File: src/rtl/pipeline_flow_controller.sv
// Front-end sequencer: resolves hazard PC/stall requests and runs the boot and
// interrupt-entry sequences (drain, PC/CCR push, vector fetch).
module pipeline_flow_controller #(
    parameter int unsigned DRAIN_CYCLES = 3
) (
    input  logic       clk,
    input  logic       rst,
    input  logic       bubble_req,
    input  logic [1:0] pc_src_hz,
    input  logic       int_req,
    input  logic       rti_dec,
    output logic [1:0] pc_src,
    output logic       vec_sel,
    output logic       pc_we,
    output logic       if_id_en,
    output logic       if_id_flush,
    output logic       id_ex_flush,
    output logic       push_valid,
    output logic       push_sel,
    output logic       int_ack,
    output logic       in_isr
);

    typedef enum logic [2:0] {
        BOOT,
        RUN,
        DRAIN,
        PUSH_PC,
        PUSH_CCR,
        VECTOR
    } state_t;

    localparam logic [1:0] PC_SEQ    = 2'b00;
    localparam logic [1:0] PC_BRANCH = 2'b01;
    localparam logic [1:0] PC_HOLD   = 2'b10;
    localparam logic [1:0] PC_VECTOR = 2'b11;

    localparam logic [2:0] DRAIN_LOAD = 3'(DRAIN_CYCLES - 1);

    state_t     state, state_next;
    logic [2:0] drain_cnt, drain_cnt_next;
    logic       int_pending;
    logic       int_req_d;
    logic       in_isr_q, in_isr_next;
    logic       pend_clr;
    logic       int_edge;
    logic       hz_branch;
    logic       hz_hold;

    assign int_edge  = int_req & ~int_req_d;
    assign hz_branch = (pc_src_hz == PC_BRANCH);
    assign hz_hold   = (pc_src_hz == PC_HOLD);
    assign in_isr    = in_isr_q;

    always_ff @(posedge clk or negedge rst) begin
        if (!rst) begin
            state       <= BOOT;
            drain_cnt   <= '0;
            int_pending <= 1'b0;
            in_isr_q    <= 1'b0;
            int_req_d   <= 1'b0;
        end else begin
            state       <= state_next;
            drain_cnt   <= drain_cnt_next;
            int_req_d   <= int_req;
            // A new edge on the vector-fetch cycle survives the clear.
            int_pending <= int_edge | (int_pending & ~pend_clr);
            in_isr_q    <= in_isr_next;
        end
    end

    always_comb begin
        state_next     = state;
        drain_cnt_next = drain_cnt;
        in_isr_next    = in_isr_q;
        pend_clr       = 1'b0;
        pc_src         = PC_SEQ;
        vec_sel        = 1'b0;
        pc_we          = 1'b0;
        if_id_en       = 1'b0;
        if_id_flush    = 1'b0;
        id_ex_flush    = 1'b0;
        push_valid     = 1'b0;
        push_sel       = 1'b0;
        int_ack        = 1'b0;

        unique case (state)
            BOOT: begin
                pc_src      = PC_VECTOR;
                pc_we       = 1'b1;
                if_id_flush = 1'b1;
                id_ex_flush = 1'b1;
                state_next  = RUN;
            end

            RUN: begin
                pc_src   = PC_SEQ;
                pc_we    = 1'b1;
                if_id_en = 1'b1;
                if (rti_dec && in_isr_q) begin
                    in_isr_next = 1'b0;
                end
                if (int_pending && !in_isr_q && !bubble_req && !hz_branch) begin
                    state_next     = DRAIN;
                    drain_cnt_next = DRAIN_LOAD;
                end else if (hz_branch) begin
                    pc_src      = PC_BRANCH;
                    if_id_flush = 1'b1;
                end else if (bubble_req || hz_hold) begin
                    pc_src      = PC_HOLD;
                    pc_we       = 1'b0;
                    if_id_en    = 1'b0;
                    id_ex_flush = 1'b1;
                end
            end

            DRAIN: begin
                pc_src      = PC_HOLD;
                if_id_en    = 1'b1;
                if_id_flush = 1'b1;
                if (drain_cnt == 3'd0) begin
                    state_next = PUSH_PC;
                end else begin
                    drain_cnt_next = drain_cnt - 3'd1;
                end
            end

            PUSH_PC: begin
                pc_src      = PC_HOLD;
                if_id_en    = 1'b1;
                if_id_flush = 1'b1;
                push_valid  = 1'b1;
                push_sel    = 1'b0;
                state_next  = PUSH_CCR;
            end

            PUSH_CCR: begin
                pc_src      = PC_HOLD;
                if_id_en    = 1'b1;
                if_id_flush = 1'b1;
                push_valid  = 1'b1;
                push_sel    = 1'b1;
                state_next  = VECTOR;
            end

            VECTOR: begin
                pc_src      = PC_VECTOR;
                vec_sel     = 1'b1;
                pc_we       = 1'b1;
                if_id_en    = 1'b1;
                if_id_flush = 1'b1;
                int_ack     = 1'b1;
                in_isr_next = 1'b1;
                pend_clr    = 1'b1;
                state_next  = RUN;
            end

            default: begin
                state_next = BOOT;
            end
        endcase
    end

endmodule

File: config.mk
export PLATFORM = sky130hd
export DESIGN_NAME = pipeline_flow_controller
export DESIGN_NICKNAME = d
export VERILOG_FILES = /design/src/rtl/pipeline_flow_controller.sv
export SDC_FILE = /design/constraint.sdc
export NUM_CORES = 1
export LEC_CHECK = 0
export ABC_CLOCK_PERIOD_IN_PS = 1800
export CORE_MARGIN = 3
export CORE_UTILIZATION = 46
export CTS_CLUSTER_DIAMETER = 150
export DETAILED_ROUTE_END_ITERATION = 12
export HOLD_SLACK_MARGIN = 0.03
export PLACE_DENSITY = 0.81
export SETUP_SLACK_MARGIN = 0.1
export SYNTH_ARGS = -nofsm -noshare
export SYNTH_HDL_FRONTEND = slang
export SYNTH_SLANG_ARGS = --single-unit
File: constraint.sdc
create_clock -name clk -period 1.8 [get_ports clk]
set_input_delay 0.54 -clock clk [delete_from_list [all_inputs] [get_ports clk]]
set_output_delay 0.54 -clock clk [all_outputs]
set_load 0.02 [all_outputs]
# ---- Yosys cells after proc, flatten, opt, wreduce, memory -nomap -nowiden
# Cells that the tools add are included.
dict set report totals {
  ff_bits 9
  input_bits 7
  out_inout_bits 11
  word_cells 68
}
dict set report classes {
  addsub 1
  n_eq_ne 11
  n_mux 26
  bitwise_logic 5
  n_reduce_logical 20
}
# op count
set op_table {}
lappend op_table {{3-bit one-hot mux with 5 select lines} 1}
lappend op_table {{1-bit 2-to-1 mux} 12}
lappend op_table {{1-bit one-hot mux with 2 select lines} 5}
lappend op_table {{3-bit 2-to-1 mux} 3}
lappend op_table {{2-bit inequality test, second input constant} 4}
lappend op_table {{3-bit by 2-bit equality test with 1-bit output, second input constant} 2}
lappend op_table {{3-bit equality test, second input constant} 2}
lappend op_table {{3-bit logical NOT} 2}
lappend op_table {{2-bit 2-to-1 mux} 3}
lappend op_table {{2-bit one-hot mux with 3 select lines} 1}
lappend op_table {{3-bit one-hot mux with 2 select lines} 1}
lappend op_table {{5-bit OR reduction} 1}
lappend op_table {{1-bit logical AND} 4}
lappend op_table {{2-bit AND reduction} 2}
lappend op_table {{2-bit nonzero test} 2}
lappend op_table {{2-bit OR reduction} 2}
lappend op_table {{4-bit OR reduction} 1}
lappend op_table {{3-bit by 1-bit equality test with 1-bit output, second input constant} 1}
lappend op_table {{1-bit logical NOT} 3}
lappend op_table {{3-bit AND reduction} 1}
lappend op_table {{3-bit OR reduction} 1}
lappend op_table {{3-bit by 1-bit subtractor with 3-bit output, second input constant} 1}
lappend op_table {{1-bit bitwise AND} 2}
lappend op_table {{2-bit by 1-bit equality test with 1-bit output, second input constant} 1}
lappend op_table {{other kinds (4)} 5}

# ---- Depth between registers and ports, before layout
# Gate-level depths: netlist of run 1.
dict set report logic_depth {
  ltp_word 6
  depth_mapped 5
  mapped_depth_nobuf 5
}

# ---- Worst setup path after synthesis of run 1
# No wires, ideal clock.
dict set report synth_path {
  kind {input to output}
  start {input pc_src_hz[0]}
  end {output pc_src[1]}
  arrival_time_ns 1.501
  t_required_ns 1.260
  path_slack_ns -0.241
  path_stages 3
  n_path_buf 0
  cell_sequence {nand2b_1 > o211a_1 > a221oi_1}
}
dict set report synth_between {
  elab_chain_len 6
  elab_cells_between_ends 9
  cone_classes {eq/ne (2); mux (4); reduce/logical (3)}
}
# item line
set synth_lines {}
lappend synth_lines {{start: declaration} 9} ;# input logic [1:0] pc_src_hz,
lappend synth_lines {{2-bit equality test} 52} ;# assign hz_hold = (pc_src_hz == PC_HOLD);
lappend synth_lines {{1-bit logical OR} 109} ;# end else if (bubble_req || hz_hold) begin
lappend synth_lines {{2-bit 2-to-1 mux} 109}
lappend synth_lines {{2-bit 2-to-1 mux} 106} ;# end else if (hz_branch) begin
lappend synth_lines {{2-bit 2-to-1 mux (*)} 103} ;# if (int_pending && !in_isr_q && !bubble_req && !hz_branch) begin
lappend synth_lines {{2-bit one-hot mux with 3 select lines (*)} 87} ;# unique case (state)
lappend synth_lines {{end: declaration} 12} ;# output logic [1:0] pc_src,
# Every way passes the cells marked *; elsewhere a longest branch is shown, timed or not.

# ---- Worst setup path after layout of run 1
dict set report layout_path {
  start {register state[1]}
  end {output if_id_en}
}
dict set report layout_between {
  elab_chain_len 3
  elab_cells_between_ends 7
  cone_classes {eq/ne (5); mux (1); reduce/logical (1)}
}
# item line
set layout_lines {}
lappend layout_lines {{start: declaration} 40} ;# state_t state, state_next;
lappend layout_lines {{start signal: assignment} 63} ;# state <= state_next;
lappend layout_lines {{3-bit by 2-bit equality test with 1-bit output / 3-bit equality test (equally long branches)} 87}
lappend layout_lines {{4-bit OR reduction (no source line)} n/a}
lappend layout_lines {{1-bit one-hot mux with 2 select lines (*)} 87}
lappend layout_lines {{end: declaration} 15} ;# output logic if_id_en,
# Marked as above.

==> impl_metrics.prom, run 1 <==
# TYPE chip_impl_metric gauge
chip_impl_metric{name="synthArstFlopShare",unit="%"} 100.0
chip_impl_metric{name="fillCellCount",unit=""} 22
chip_impl_info{name="most_repeated_library_cell_on_the_critical_path",value="buf_6"} 1
chip_impl_metric{name="synthDominantCellAreaShare",unit="%"} 34.29
chip_impl_metric{name="dieHeight",unit="µm"} 43.79
chip_impl_info{name="synthDominantAreaCellType",value="dfrtp_1"} 1
chip_impl_metric{name="diodes",unit=""} 0
chip_impl_metric{name="grt_start_max_net_pins",unit=""} 10
chip_impl_metric{name="area_growth_syn_to_layout",unit="%"} 78.09
chip_impl_metric{name="finClkSkew",unit="ps"} 1.365
chip_impl_metric{name="avgViaCountPerCell",unit=""} 6.425
chip_impl_metric{name="arrival",unit="ps"} 1470
chip_impl_metric{name="wire_per_inst",unit="µm"} 24.43
chip_impl_metric{name="clock_insertion_delay_worst_skew",unit="ps"} 270
chip_impl_metric{name="cts_inserted_buffers",unit=""} 3
chip_impl_metric{name="design.final.nets",unit=""} 125
chip_impl_metric{name="worst_setup_hold_path_clk_slew",unit="ps"} 60
chip_impl_info{name="synth_common_cells",value="9 x dfrtp_1, 8 x inv_1, 5 x nand2b_1, 4 x ha_1, 4 x o21ai_0"} 1
chip_impl_info{name="path_cells",value="buf_6 -> nor3_4 -> a21o_1 -> buf_6"} 1
chip_impl_metric{name="core_area",unit="µm²"} 1216
chip_impl_metric{name="row_count",unit=""} 12
chip_impl_metric{name="cellLeakagePower",unit="µW"} 0.0005694
chip_impl_metric{name="irDropWorstVdd",unit="mV"} 1.324
chip_impl_metric{name="dr_total_vias",unit=""} 816
chip_impl_metric{name="globalplace.congestion",unit=""} 0.8284
chip_impl_info{name="timing.hold.worst_endpoint",value="int_pending"} 1
chip_impl_metric{name="track_usage",unit="%"} 23.43
chip_impl_metric{name="timing_max_transition_violations_final",unit=""} 0
chip_impl_info{name="r2r-start",value="state[2]"} 1
chip_impl_metric{name="timing.max_cap.violations",unit=""} 0
chip_impl_metric{name="whs_path_depth",unit=""} 1
chip_impl_metric{name="place_ws",unit="ps"} -984.2
chip_impl_metric{name="relSlewSlack",unit="%"} 74.84
chip_impl_info{name="synth_top_cells_by_area",value="dfrtp_1 34%, ha_1 7.6%, nand2b_1 4.8%"} 1
chip_impl_info{name="crit_path_end_kind",value="output pin"} 1
chip_impl_metric{name="min_period_over_period",unit="%"} 111.7
chip_impl_metric{name="first_pass_grt_wire_length",unit="µm"} 3339
chip_impl_info{name="failing_checks",value="setup timing"} 1
chip_impl_metric{name="synth.avg_cell_area",unit="µm²"} 9.660
chip_impl_metric{name="max_freq",unit="GHz"} 0.4974
chip_impl_metric{name="finalWirelength",unit="µm"} 3103
chip_impl_metric{name="setup-violations-final",unit=""} 10
chip_impl_metric{name="fraction_of_layout_cells_with_a_size_suffix_above_1",unit="%"} 59.29
chip_impl_metric{name="layout_setup_ws",unit="ps"} -210.3
chip_impl_metric{name="final_hold_viol_count",unit=""} 0
chip_impl_info{name="clk_root_buffer_cell",value="clkbuf_4"} 1
chip_impl_metric{name="synth.yosys.seq_area_share",unit="%"} 34.29
chip_impl_metric{name="hold-worst-slack",unit="ps"} 445.8
chip_impl_metric{name="crit_path_max_fanout",unit=""} 6
chip_impl_info{name="hp-start",value="int_req_d"} 1
chip_impl_metric{name="finish.utilization",unit="%"} 96.19
chip_impl_info{name="critPathKind",value="register to output pin"} 1
chip_impl_info{name="most_repeated_cell_in_the_gate_level_netlist_after_synthesis",value="dfrtp_1"} 1
chip_impl_metric{name="initialDrtViolationCount",unit=""} 29
chip_impl_metric{name="holdBufCountCts",unit=""} 0
chip_impl_metric{name="synth.distinct_cells",unit=""} 31
chip_impl_metric{name="multiInputGateArea",unit="µm²"} 479.2
chip_impl_metric{name="number_of_global_route_vias_before_repair",unit=""} 745
chip_impl_info{name="dominantRegCellSynth",value="dfrtp_1"} 1
chip_impl_metric{name="ff_latch_area",unit="µm²"} 227.7
chip_impl_metric{name="synth-seq-cells",unit=""} 9
chip_impl_info{name="tritoncts",value="done"} 1
chip_impl_info{name="hold_class",value="register to register"} 1
chip_impl_metric{name="floorplan.initialDensity",unit="%"} 54.01
chip_impl_info{name="critical_path.startpoint_type",value="register"} 1
chip_impl_metric{name="largest_buffer_count_on_any_clock_path",unit=""} 2
chip_impl_metric{name="dieWidth",unit="µm"} 43.79
chip_impl_metric{name="post_route_drc_violation_count",unit=""} 0
chip_impl_metric{name="initial_antenna_violation_count",unit=""} 0
chip_impl_metric{name="dpl.hpwl",unit="µm"} 1318
chip_impl_metric{name="full_die_area",unit="µm²"} 1918
chip_impl_metric{name="synth-warning-count",unit=""} 0
chip_impl_metric{name="syn-cell-area",unit="µm²"} 656.9
chip_impl_metric{name="synth_cells",unit=""} 68
chip_impl_metric{name="ff2ff_setup_slack",unit="ps"} 150
chip_impl_metric{name="globalRoute.totalOverflow",unit=""} 0
chip_impl_metric{name="io_buffer_count",unit=""} 17
chip_impl_metric{name="syn_nets",unit=""} 79
chip_impl_info{name="run_status",value="complete, but fails checks"} 1
chip_impl_metric{name="finalCriticalPeriod",unit="ps"} 2010
chip_impl_metric{name="final_cells",unit=""} 127
chip_impl_metric{name="post-place-cells",unit=""} 115
chip_impl_metric{name="crit_required",unit="ps"} 1260
chip_impl_info{name="unrepaired_setup_endpoints_after_global_routing",value="true"} 1
chip_impl_metric{name="dr.pass1.iters",unit=""} 4
chip_impl_metric{name="cts_htree_levels",unit=""} 1
chip_impl_metric{name="pin_count",unit=""} 18
chip_impl_metric{name="cts_num_sinks",unit=""} 9
chip_impl_info{name="timing.critical_path.slowest_stage_cell",value="dfrtp_2"} 1
chip_impl_metric{name="route.antenna.remaining_nets",unit=""} 0
chip_impl_metric{name="cpPeakStageDelay",unit="ps"} 500
chip_impl_metric{name="tightestPinTransition",unit="ps"} 376.2
chip_impl_info{name="rr_endpoint",value="drain_cnt[0]"} 1
chip_impl_metric{name="r2r.worst_path.cells",unit=""} 6
chip_impl_metric{name="number_of_flops_mapped_to_enable_cells_by_yosys",unit=""} 0
chip_impl_metric{name="pwr_density_cell",unit="nW/µm²"} 2173
## timing repair
item,CTS,global route
buffers inserted,4,4
pin swaps,6,8
endpoints found under the setup margin,11,11
resized for setup,86,13
## critical path, delay by kind of cell, from the launching register on
kind / cells / cell delay (ps)
DFF: 1 / 500
and+or+nand+nor: 1 / 230
buffers and inverters: 2 / 280
AOI/OAI and AO/OA: 1 / 190
## placed cells by master (no fill, tap or decap), drive strengths merged, types with 2 or more instances in the layout
cell type / count
a21o: 3
a21oi: 3
a221oi: 2
buf: 40
clkbuf: 5
clkdlybuf4s50: 3
dfrtp: 9
ha: 4
inv: 8
nand2: 3
nand2b: 5
nand3: 2
nor2: 2
nor2b: 3
nor3: 2
nor3b: 2
o21ai: 4
## sequential cells by signal, summed over array words and instances, names as in the netlist
register and count:
int_req_d 1, drain_cnt 3, int_pending 1, in_isr 1
state 3
## stage by stage
stage / setup TNS [ps] / power [µW] / cell area, µm²
after CTS: -669.0 / 2168 / 1090
after global routing: -1918 / 2626 / 1170
after global placement: -6136 / 1791 / 991.0
after floorplan: -52.53 / 1196 / 686.9
after detailed placement: -6424 / 1836 / 991.0
final: -1565 / 2542 / 1170
## routing by layer
layer | global-route usage, % | part of all wire, % | up-vias | wire [µm]
met5 | 0 | 0 | - | 0
met4 | 10.24 | 5.7 | 0 | 178
met3 | 3.734 | 10 | 19 | 325
met2 | 43.90 | 47 | 75 | 1473
met1 | 25.25 | 36 | 389 | 1125
li1 | - | - | 333 | -
## worst max path at each step
stage,start,end,depth (start not counted)
2_1_floorplan,pc_src_hz[0],pc_src[1],3
3_3_place_gp,pc_src_hz[0],pc_src[1],5
3_5_place_dp,pc_src_hz[0],pc_src[1],5
4_1_cts,int_pending,pc_src[1],4
5_1_grt,state[2],push_valid,4
6_report,state[1],if_id_en,4
## where the power goes
| group | switching [µW] | internal [µW] | total, µW |
|---|---|---|---|
| Sequential | 131 | 286 | 417 |
| Clock | 76.5 | 85.8 | 162 |
| Combinational | 995 | 969 | 1960 |
## layout make-up
cell class              instances  share of cell area [%]
clock buffers                   4                   2.246
inverters                       8                   2.995
multi-input cells              48                   40.96
flip-flops and latches          9                   19.47
well taps                      14                   1.497
repair buffers                 44                   32.83
## logic make-up (layout without fill, tap and decap cells)
logic type / count (synthesis) / count (layout) / synth area share (%)
buf+inv: 11 / 56 / 8.571
simple gates: 23 / 23 / 26.48
flops: 9 / 9 / 34.29
compound gates: 21 / 21 / 23.05
fa+ha+maj: 4 / 4 / 7.619
Power figures use the tool's default switching activity.
==> run 2, diff against run 1 <==
- CORE_MARGIN: 3 -> 8
- GPL_ROUTABILITY_DRIVEN: default -> 0
==> run 2 against run 1 <==
Effect of this change:
- the run still ends with setup timing left
- final area shrank 0.11%
- sequential cell count is the same
- setup slack gained 63 ps
- clock skew grew 6.7 ps
- global-route usage shrank 6.0 points
- sequential power shrank 7.4%
- total power shrank 4.7%
- critical path type is now input port to output pin
- critical endpoint is now pc_src[1]
- largest cell class unchanged
==> impl_metrics.prom, run 2 (synthesis results as in run 1) <==
# TYPE chip_impl_metric gauge
chip_impl_metric{name="core_area",unit="µm²"} 1318
chip_impl_metric{name="globalRoute.totalOverflow",unit=""} 0
chip_impl_metric{name="cts_num_sinks",unit=""} 9
chip_impl_info{name="unrepaired_setup_endpoints_after_global_routing",value="true"} 1
chip_impl_metric{name="relSlewSlack",unit="%"} 71.12
chip_impl_info{name="clk_root_buffer_cell",value="clkbuf_4"} 1
chip_impl_info{name="failing_checks",value="setup timing"} 1
chip_impl_info{name="run_status",value="complete, but fails checks"} 1
chip_impl_info{name="rr_endpoint",value="state[0]"} 1
chip_impl_metric{name="dieHeight",unit="µm"} 53.79
chip_impl_metric{name="cpPeakStageDelay",unit="ps"} 250
chip_impl_metric{name="post_route_drc_violation_count",unit=""} 0
chip_impl_metric{name="holdBufCountCts",unit=""} 0
chip_impl_metric{name="number_of_global_route_vias_before_repair",unit=""} 763
chip_impl_metric{name="timing_max_transition_violations_final",unit=""} 0
chip_impl_metric{name="cts_inserted_buffers",unit=""} 3
chip_impl_metric{name="setup-violations-final",unit=""} 10
chip_impl_metric{name="route.antenna.remaining_nets",unit=""} 0
chip_impl_metric{name="finalPower",unit="µW"} 2424
chip_impl_info{name="r2r-start",value="int_pending"} 1
chip_impl_metric{name="place_ws",unit="ps"} -999.5
chip_impl_info{name="critical_path.startpoint_type",value="input port"} 1
chip_impl_metric{name="ff2ff_setup_slack",unit="ps"} 310
chip_impl_metric{name="finish.utilization",unit="%"} 88.70
chip_impl_info{name="top_regs",value="drain_cnt x3, state x3"} 1
chip_impl_info{name="timing.critical_path.slowest_stage_cell",value="o211a_1"} 1
chip_impl_metric{name="tightestPinTransition",unit="ps"} 431.9
chip_impl_metric{name="row_count",unit=""} 13
chip_impl_metric{name="full_die_area",unit="µm²"} 2893
chip_impl_metric{name="wire_per_inst",unit="µm"} 18.75
chip_impl_info{name="hold_class",value="register to register"} 1
chip_impl_info{name="mostFrequentLayoutCell",value="buf_4"} 1
chip_impl_metric{name="clock_power_share",unit="%"} 6.5
chip_impl_metric{name="final_hold_viol_count",unit=""} 0
chip_impl_metric{name="area_growth_syn_to_layout",unit="%"} 77.90
chip_impl_metric{name="combPwrFrac",unit="%"} 77.5
chip_impl_metric{name="dr.pass1.iters",unit=""} 4
chip_impl_info{name="crit_path_end_kind",value="output pin"} 1
chip_impl_metric{name="fraction_of_layout_cells_with_a_size_suffix_above_1",unit="%"} 60.00
chip_impl_metric{name="cellLeakagePower",unit="µW"} 0.0005771
chip_impl_metric{name="diodes",unit=""} 0
chip_impl_info{name="hp-start",value="int_req_d"} 1
chip_impl_metric{name="initialDrtViolationCount",unit=""} 15
chip_impl_metric{name="track_usage",unit="%"} 17.43
chip_impl_metric{name="min_period_over_period",unit="%"} 108.2
chip_impl_metric{name="initial_antenna_violation_count",unit=""} 0
chip_impl_metric{name="worst_setup_hold_path_clk_slew",unit="ps"} 70
chip_impl_metric{name="r2r.worst_path.cells",unit=""} 8
chip_impl_metric{name="finalWirelength",unit="µm"} 2438
chip_impl_info{name="timing.hold.worst_endpoint",value="int_pending"} 1
chip_impl_metric{name="floorplan.initialDensity",unit="%"} 49.86
chip_impl_metric{name="dpl.hpwl",unit="µm"} 1517
chip_impl_metric{name="pin_count",unit=""} 18
chip_impl_metric{name="pwr_density_cell",unit="nW/µm²"} 2074
chip_impl_metric{name="finClkSkew",unit="ps"} 8.082
chip_impl_metric{name="whs_path_depth",unit=""} 1
chip_impl_metric{name="largest_buffer_count_on_any_clock_path",unit=""} 2
chip_impl_metric{name="irDropWorstVdd",unit="mV"} 1.341
chip_impl_info{name="tritoncts",value="done"} 1
chip_impl_info{name="critPathKind",value="input port to output pin"} 1
chip_impl_metric{name="internal_power",unit="µW"} 1352
chip_impl_metric{name="crit_path_max_fanout",unit=""} 3
chip_impl_metric{name="dieWidth",unit="µm"} 53.79
chip_impl_metric{name="io_buffer_count",unit=""} 17
chip_impl_metric{name="finalCriticalPeriod",unit="ps"} 1947
chip_impl_info{name="most_frequent_cells_in_the_layout",value="25 x buf_4, 15 x buf_6, 7 x dfrtp_1, 5 x inv_1"} 1
chip_impl_metric{name="max_freq",unit="GHz"} 0.5135
chip_impl_metric{name="arrival",unit="ps"} 1410
chip_impl_metric{name="hold-worst-slack",unit="ps"} 452.3
chip_impl_metric{name="switching_share",unit="%"} 44.20
chip_impl_metric{name="cts_htree_levels",unit=""} 1
chip_impl_metric{name="grt_start_max_net_pins",unit=""} 10
chip_impl_metric{name="first_pass_grt_wire_length",unit="µm"} 3677
chip_impl_metric{name="total_switching_power",unit="µW"} 1071
chip_impl_metric{name="dr_total_vias",unit=""} 713
chip_impl_metric{name="layout_setup_ws",unit="ps"} -147.4
chip_impl_metric{name="avgViaCountPerCell",unit=""} 5.485
chip_impl_metric{name="clock_insertion_delay_worst_skew",unit="ps"} 260
chip_impl_metric{name="crit_required",unit="ps"} 1260
chip_impl_info{name="path_cells",value="buf_6 -> nand2b_4 -> o211a_1 -> a221oi_2 -> buf_4"} 1
chip_impl_metric{name="share_seq_of_total_power",unit="%"} 15.9
chip_impl_metric{name="design.final.nets",unit=""} 127
chip_impl_metric{name="fillCellCount",unit=""} 66
chip_impl_metric{name="timing.max_cap.violations",unit=""} 0
## run 2: cell types whose count changed in the layout (fill, tap and decap cells not counted), sizes merged
cell and delta:
buf +2
## run 2: per-stage QoR
stage / instances / TNS, ps / instance area, µm²
floorplan: 68 / -52.53 / 686.9
global placement: 117 / -5935 / 999.7
detailed placement: 117 / -6547 / 999.7
CTS: 128 / -758.0 / 1131
global route: 130 / -1476 / 1169
finish: 130 / -945.6 / 1169
## run 2: timing repair
action | CTS | global route
pin swaps | 5 | 8
gates resized for setup | 89 | 8
setup buffers | 7 | 2
setup endpoints to repair | 11 | 11
## run 2: per-layer routing
layer	wire length (µm)	share of wire [%]	GRT usage (%)	up-vias
met4	36	1.5	5.042	0
met5	0	0	0	-
met2	1355	56	32.43	23
met3	98	4.0	3.306	4
li1	-	-	-	334
met1	949	39	19.40	352
## run 2: power by group through the flow
stage | clock network (µW) | logic, µW | registers, µW
6_report | 159 | 1880 | 386
5_1_grt | 173 | 1990 | 397
2_1_floorplan | 0 | 849 | 347
3_3_place_gp | 0 | 1460 | 347
4_1_cts | 167 | 1730 | 368
3_5_place_dp | 0 | 1520 | 356
## run 2: how the worst max path moves through the flow
stage	startpoint	end	slack [ps]
after floorplan	pc_src_hz[0]	pc_src[1]	-50
after global placement	pc_src_hz[0]	pc_src[1]	-960
after detailed placement	pc_src_hz[0]	pc_src[1]	-1000
after CTS	pc_src_hz[0]	pc_src[1]	-150
after global routing	int_pending	pc_src[1]	-190
final	pc_src_hz[0]	pc_src[1]	-150
## run 2: worst max-delay path: cells and delay by family
kind            cells  cell delay [ps]
buf+inv             2              270
compound gates      2              460
simple gates        1              130
## run 2: area by class of cell
type | instances | area [µm²] | share of cell area [%]
clock buffer | 4 | 26.28 | 2.248
inverter | 8 | 32.53 | 2.784
multi-input combinational | 48 | 461.7 | 39.51
sequential | 9 | 227.7 | 19.49
tap | 15 | 18.77 | 1.606
timing repair buffer | 46 | 401.6 | 34.37
